$ cat src/rtl/rr_sel_mux.sv
// ============================================================================
// Module  : rr_sel_mux
// Brief   : N-channel round-robin / fixed-priority selector with a registered
//           valid/ready output stage carrying the granted channel index.
// Revision: 1.0
// ============================================================================
`default_nettype none

module rr_sel_mux #(
  parameter int N  = 3,
  parameter int W  = 2,
  parameter int CW = ($clog2(N) < 1) ? 1 : $clog2(N)
) (
  input  logic           clk,
  input  logic           rst,
  input  logic [N*W-1:0] in_data,
  input  logic [N-1:0]   in_valid,
  output logic [N-1:0]   in_ready,
  input  logic           fixed_pri,
  output logic [W-1:0]   out_data,
  output logic [CW-1:0]  out_chan,
  output logic           out_valid,
  input  logic           out_ready
);

  localparam logic [CW-1:0] C_LAST = CW'(N - 1);

  logic [W-1:0]  w_ch_data [N];
  logic [CW-1:0] ptr_q, ptr_d;
  logic [W-1:0]  data_q, data_d;
  logic [CW-1:0] chan_q, chan_d;
  logic          valid_q, valid_d;
  logic          w_gnt_vld;
  logic [CW-1:0] w_gnt_idx;
  logic          w_can_acc;
  logic          w_xfer;
  int            w_idx;

  for (genvar i = 0; i < N; i++) begin : g_ch
    assign w_ch_data[i] = in_data[i*W +: W];
  end

  // Scan from the highest offset down so the last hit is the first in priority order.
  always_comb begin
    w_gnt_vld = 1'b0;
    w_gnt_idx = '0;
    w_idx     = 0;
    for (int k = N - 1; k >= 0; k--) begin
      if (fixed_pri) begin
        w_idx = k;
      end else begin
        w_idx = int'(ptr_q) + k;
        if (w_idx >= N) w_idx = w_idx - N;
      end
      if (in_valid[w_idx]) begin
        w_gnt_vld = 1'b1;
        w_gnt_idx = CW'(w_idx);
      end
    end
  end

  assign w_can_acc = !valid_q || out_ready;
  assign in_ready  = (w_can_acc && w_gnt_vld && !rst)
                   ? ({{(N-1){1'b0}}, 1'b1} << w_gnt_idx) : '0;
  assign w_xfer    = |(in_valid & in_ready);

  always_comb begin
    ptr_d   = ptr_q;
    data_d  = data_q;
    chan_d  = chan_q;
    valid_d = valid_q;
    if (w_xfer) begin
      data_d  = w_ch_data[w_gnt_idx];
      chan_d  = w_gnt_idx;
      valid_d = 1'b1;
      ptr_d   = (w_gnt_idx == C_LAST) ? '0 : w_gnt_idx + CW'(1);
    end else if (out_ready) begin
      valid_d = 1'b0;
    end
  end

  always_ff @(posedge clk or posedge rst) begin
    if (rst) begin
      ptr_q   <= '0;
      data_q  <= '0;
      chan_q  <= '0;
      valid_q <= 1'b0;
    end else begin
      ptr_q   <= ptr_d;
      data_q  <= data_d;
      chan_q  <= chan_d;
      valid_q <= valid_d;
    end
  end

  assign out_data  = data_q;
  assign out_chan  = chan_q;
  assign out_valid = valid_q;

endmodule

`default_nettype wire

$ cat config.mk
export PLATFORM = sky130hd
export DESIGN_NAME = rr_sel_mux
export DESIGN_NICKNAME = d
export VERILOG_FILES = /design/src/rtl/rr_sel_mux.sv
export SDC_FILE = /design/constraint.sdc
export NUM_CORES = 1
export LEC_CHECK = 0
export CAP_MARGIN = 10
export CORE_MARGIN = 2
export CORE_UTILIZATION = 43
export DETAILED_ROUTE_END_ITERATION = 10
export GPL_TIMING_DRIVEN = 1
export PLACE_DENSITY = 0.83
export SYNTH_ARGS = -nofsm -noshare
export SYNTH_HDL_FRONTEND = slang
export SYNTH_SLANG_ARGS = --single-unit
$ cat constraint.sdc
create_clock -name clk -period 2.98 [get_ports clk]
set_input_delay 0.596 -clock clk [delete_from_list [all_inputs] [get_ports clk]]
set_output_delay 0.596 -clock clk [all_outputs]
set_load 0.005 [all_outputs]
Word-level counts from Yosys, hierarchy flattened
Cells that the tools add are included.
{ "totals": {"out_inout_bits": 8, "ff_bits": 7, "in_bits": 13} }
{ "classes": {"addsub": 6, "shifts": 1, "n_eq_ne": 1, "reduce_logical": 7, "n_mux": 28, "bitwise_logic": 2, "order_cmp": 7} }
{ "ops": {"columns": ["operator", "n"], "rows": [
  ["$mux 32", 6],
  ["$lt 32x4->1 const B", 3],
  ["$mux 2", 6],
  ["$mux 1", 11],
  ["$sub 3x2->4 const B", 2],
  ["$bmux 1 s2", 3],
  ["$ge 3x2->1 const B", 2],
  ["$bmux 2 s2", 1],
  ["$add 2x1->3 const B", 1],
  ["$add 2x2->3 const B", 1],
  ["$and 3x3->3", 1],
  ["$ge 3x3->1 const B", 1],
  ["$mux 3", 1],
  ["$not 2->3", 1],
  ["$reduce_or 3->1", 1],
  ["$shl 1x2->3 const A", 1],
  ["$sub 2x2->3 const B", 1],
  ["$add 2x1->2 const B", 1],
  ["$eq 2x2->1 const B", 1],
  ["$ge 2x2->1 const B", 1],
  ["$logic_and 1x1->1", 2],
  ["$logic_not 1->1", 2],
  ["$reduce_bool 2->1", 1],
  ["$logic_or 1x1->1", 1]
]} }

Longest topological paths before layout
Gate-level depths: netlist of run 1.
{ "logic_depth": {"word_depth": 16, "mapped_depth": 10, "mapped_depth_nobuf": 8} }

Worst setup path before layout of run 1
Ideal clock, no wire load.
{ "synth_path": {"path_type": "register -> output", "from": "reg ptr_q[0]", "to": "out in_ready[0]", "required_ns": 2.384, "setup_slack_ns": 0.636, "t_arrival_ns": 1.748, "path_stages_with_launch": 9, "path_cell_list": "dfrtp_1 ha_1 buf_2 nand2b_2 a21o_1 and3_1 a31oi_2 nand2b_1 nor2_1"} }
{ "synth_between": {"elab_chain_cells": 13, "word_cells_on_any_way": 33, "cone_classes": "add/sub (5); order compare (3); shift (1); mux (22); reduce/logical (2)"} }
{ "synth_rtl": {"columns": ["item", "line", "rtl"], "rows": [
  ["from (decl)", "29", "logic [CW-1:0] ptr_q, ptr_d;"],
  ["from (signal assigned)", "89", "ptr_q <= ptr_d;"],
  ["$add 2x2->3", "52", "w_idx = int'(ptr_q) + k;"],
  ["$sub 3x2->4 / $ge 3x2->1 (equally long branches)", "53", "if (w_idx >= N) w_idx = w_idx - N;"],
  ["$mux 32", "53", null],
  ["$mux 32", "49", "if (fixed_pri) begin"],
  ["$bmux 1 s2", "55", "if (in_valid[w_idx]) begin"],
  ["$mux 1 (not written as such) (2 in a row)", "55", null],
  ["$mux 1 (3 in a row)", "55", null],
  ["$logic_and 1x1->1 (2 in a row)", "63", "assign in_ready = (w_can_acc && w_gnt_vld && !rst)"],
  ["$mux 3 *", "64", "? ({{(N-1){1'b0}}, 1'b1} << w_gnt_idx) : '0;"],
  ["to (decl)", "18", "output logic [N-1:0] in_ready,"]
]} }
Mark *: on every way between the ends. The rest lies on a longest branch, timed or not. The select of a mux whose other input is x is not followed.

Worst setup path after layout of run 1
{ "layout_path": {"from": "reg ptr_q[1]", "to": "out in_ready[1]"} }
Same word-level chain as after synthesis.

==> results.md, run 1 <==
- Hold Worst Slack: 473 ps
- Hold Crit Class: reg2reg
- Gr usage total: 0.226
- Mean number of vias per cell: 5.28
- Fin crit share: 0.976
- Post-layout power: 935 uW
- Synthesized area: 596 um^2
- Total gr overflow: 0
- Top cell type's share of synthesized area: 0.294
- Final hold vios: 0
- DR WL/cell: 13.1 um
- Commonest cells after routing, fill and taps aside: buf_4 (20), clkdlybuf4s50_1 (13), nand2_1 (6)
- Synth Register Bits: 7
- Vias: 639
- Core area: 1300 um^2
- Area of the multi-input gates: 450 um^2
- Post-Synthesis Cells: 65
- Worst VDD drop: 0.654 mV
- Post-synthesis mux area share: 0.0714
- CP endpoint kind: primary output
- Hold depth: 1
- Layout cells sized above 1: 0.425
- Syn Area/Cell: 9.16 um^2
- Measured slew at the worst slew-check pin: 494 ps
- Largest net degree at the start of global routing: 11
- I/O pins: 21
- Lkg Pwr: 0.486 nW
- Fin nets: 122
- CTS tree: done
- Cell Pwr Density: 902 nW/um^2
- Synth Area in Compound Gates: 0.275
- # setup viols final: 0
- Synthesized-area fraction occupied by adder cells: 0.0420
- Critical path class: reg2out
- Tmin final: 2910 ps
- Sequential standard cell area: 178 um^2
- Max Root-Sink Buffers: 2
- Largest area contributor in the netlist: dfrtp_1
- Row count: 13
- Ant diodes: 0
- H-tree depth: 1
- DRC: 0
- Worst Skew: 0.614 ps
- Largest family of logic cells by synthesized area: compound AO/OA/AOI/OAI gates
- First-pass DRT Iterations: 4
- Placed Area: 903 um^2
- Outcome: finished clean
- Net Count, Synth: 80
- Post-Route WL: 1590 um
- Clk Latency, worst-skew pair: 250 ps
- Fill cells: 94
- Worst slew margin: 0.669
- Synth unique cells: 30
- Root Buffer: clkbuf_4
- CP required: 2380 ps
- Aggregate negative setup slack: 0 ps
- Initial Utilization: 0.458
- Simple-gate share of the synthesized area: 0.252
- Vias in the first global route: 566
- Ranking of synthesized cells by area: dfrtp_1 (29%), a21o_1 (5.0%), nand3b_1 (5.0%)
- Post-synthesis sequential area ratio: 0.294
- Achievable frequency: 344 MHz
- Clock transition at path regs: 50 ps
- Die area: 1700 um^2
- Max Cap Violations: 0
- Antenna-violating nets left: 0
- CP startpoint kind: register
- Fin area: 1040 um^2
- Slowest-stage cell, CP: dfrtp_2
- CTS sink cnt: 7
- Synth Area in XOR/XNOR: 0
- Post-CTS Hold Fix Bufs: 0
- Critical-path maximum fanout: 6
- YS warnings: 0
- GP Congestion: 0.748
- First-pass GRT wire length: 2460 um
- CTS Buf Count: 3
- Max-slew violations: 0
- I/O Buffers: 20
- Asr flop ratio synth: 1.00
- Post-synth EDFFs: 0
- Most frequent CP cell: buf_4
- Most common cell after layout, fill and taps aside: buf_4
- Die height: 41.2 um
- Crit path cell chain: ha_4, and4bb_2, a21oi_2, o21ai_2, o31ai_2, buf_4, buf_4, nor2b_4, dlygate4sd2_1
- WP data arrival: 2310 ps
- R2R cell count: 9
- Drt initial violations: 1
- Initial antenna violation count: 0
- Area delta synth->final: 73.9%
- Worst path max stage delay: 440 ps
- Post-synth top flop: dfrtp_1
- DIE WIDTH: 41.2 um
## logic make-up (layout without fill, tap and decap cells)
family          Yosys count  after routing
simple gates             25             25
compound gates           20             20
flops                     7              7
buf+inv                   7             48
mux                       4              4
fa+ha+maj                 2              2
## through the flow
step | worst slack, ps | utilization | std cells
floorplan | 636 | - | 65
global placement | -254 | 0.694 | 112
detailed placement | -321 | 0.694 | 112
CTS | -21.5 | 0.763 | 117
global route | -30.8 | 0.796 | 121
finish | 72.2 | 0.796 | 121
## state kept, by name, indices dropped and copies added (netlist names)
register / cells
ptr_q: 2
out_data: 2
out_valid: 1
out_chan: 2
## cell usage after synthesis (2+ instances only)
cell	instances
dfrtp_1	7
o21ai_1	2
mux2_1	2
nand2_1	6
ha_1	2
nand3b_1	4
a21oi_1	5
mux2i_1	2
o21ai_2	2
nor2b_1	2
nand2b_1	3
inv_1	4
nor2_1	4
a21o_1	4
## final timing paths
check	from	endpoint	slack, ps
setup / recovery	ptr_q[1]$_DFFE_PP0P_	in_ready[1]	70
hold / removal	out_chan[1]$_DFFE_PP0P_	out_chan[1]$_DFFE_PP0P_	470
setup reg to reg	ptr_q[1]$_DFFE_PP0P_	out_data[0]$_DFFE_PP0P_	610
hold reg to reg	out_chan[1]$_DFFE_PP0P_	out_chan[1]$_DFFE_PP0P_	470
max in group asynchronous	rst	ptr_q[1]$_DFFE_PP0P_	2180
min in group asynchronous	rst	out_data[0]$_DFFE_PP0P_	670
## per-layer routing
layer,global-route usage,vias to the layer above,share of wire
met2,0.406,13,0.56
met1,0.251,309,0.41
met4,0.121,0,0.013
met3,0.0326,2,0.020
li1,-,315,-
met5,0,-,0
## layout make-up
class	count	share of cell area
inverter	4	0.0145
sequential	7	0.171
clock buffer	4	0.0254
multi-input combinational	51	0.435
tap	15	0.0181
timing repair buffer	40	0.336
## where the power goes
| group | leakage, nW | switching (mW) | internal (mW) |
|---|---|---|---|
| Sequential | 0.0850 | 0.0336 | 0.142 |
| Combinational | 0.386 | 0.291 | 0.383 |
| Clock | 0.0150 | 0.0346 | 0.0511 |
| Total | 0.486 | 0.359 | 0.576 |
## critical path: cells and delay by family, from the launching register on
kind            cells  cell delay [ps]
buf+inv             3              540
compound gates      3              490
fa+ha+maj           1              310
flops               1              440
simple gates        2              290
## timing repair
item,CTS,global route
resized for setup,22,5
endpoints found under the setup margin,3,2
setup buffers,1,4
pin swaps,4,3
Power figures use the tool's default switching activity.
==> inputs of run 2 (changes only) <==
--- a/config.mk
+++ b/config.mk
@@ -10,6 +10,7 @@
 export CORE_UTILIZATION = 43
 export DETAILED_ROUTE_END_ITERATION = 10
 export GPL_TIMING_DRIVEN = 1
+export HOLD_SLACK_MARGIN = 0.12
 export PLACE_DENSITY = 0.83
 export SYNTH_ARGS = -nofsm -noshare
 export SYNTH_HDL_FRONTEND = slang
==> results of run 2 <==
Same layout as run 1: the final DEF is identical, and so are final timing and power.
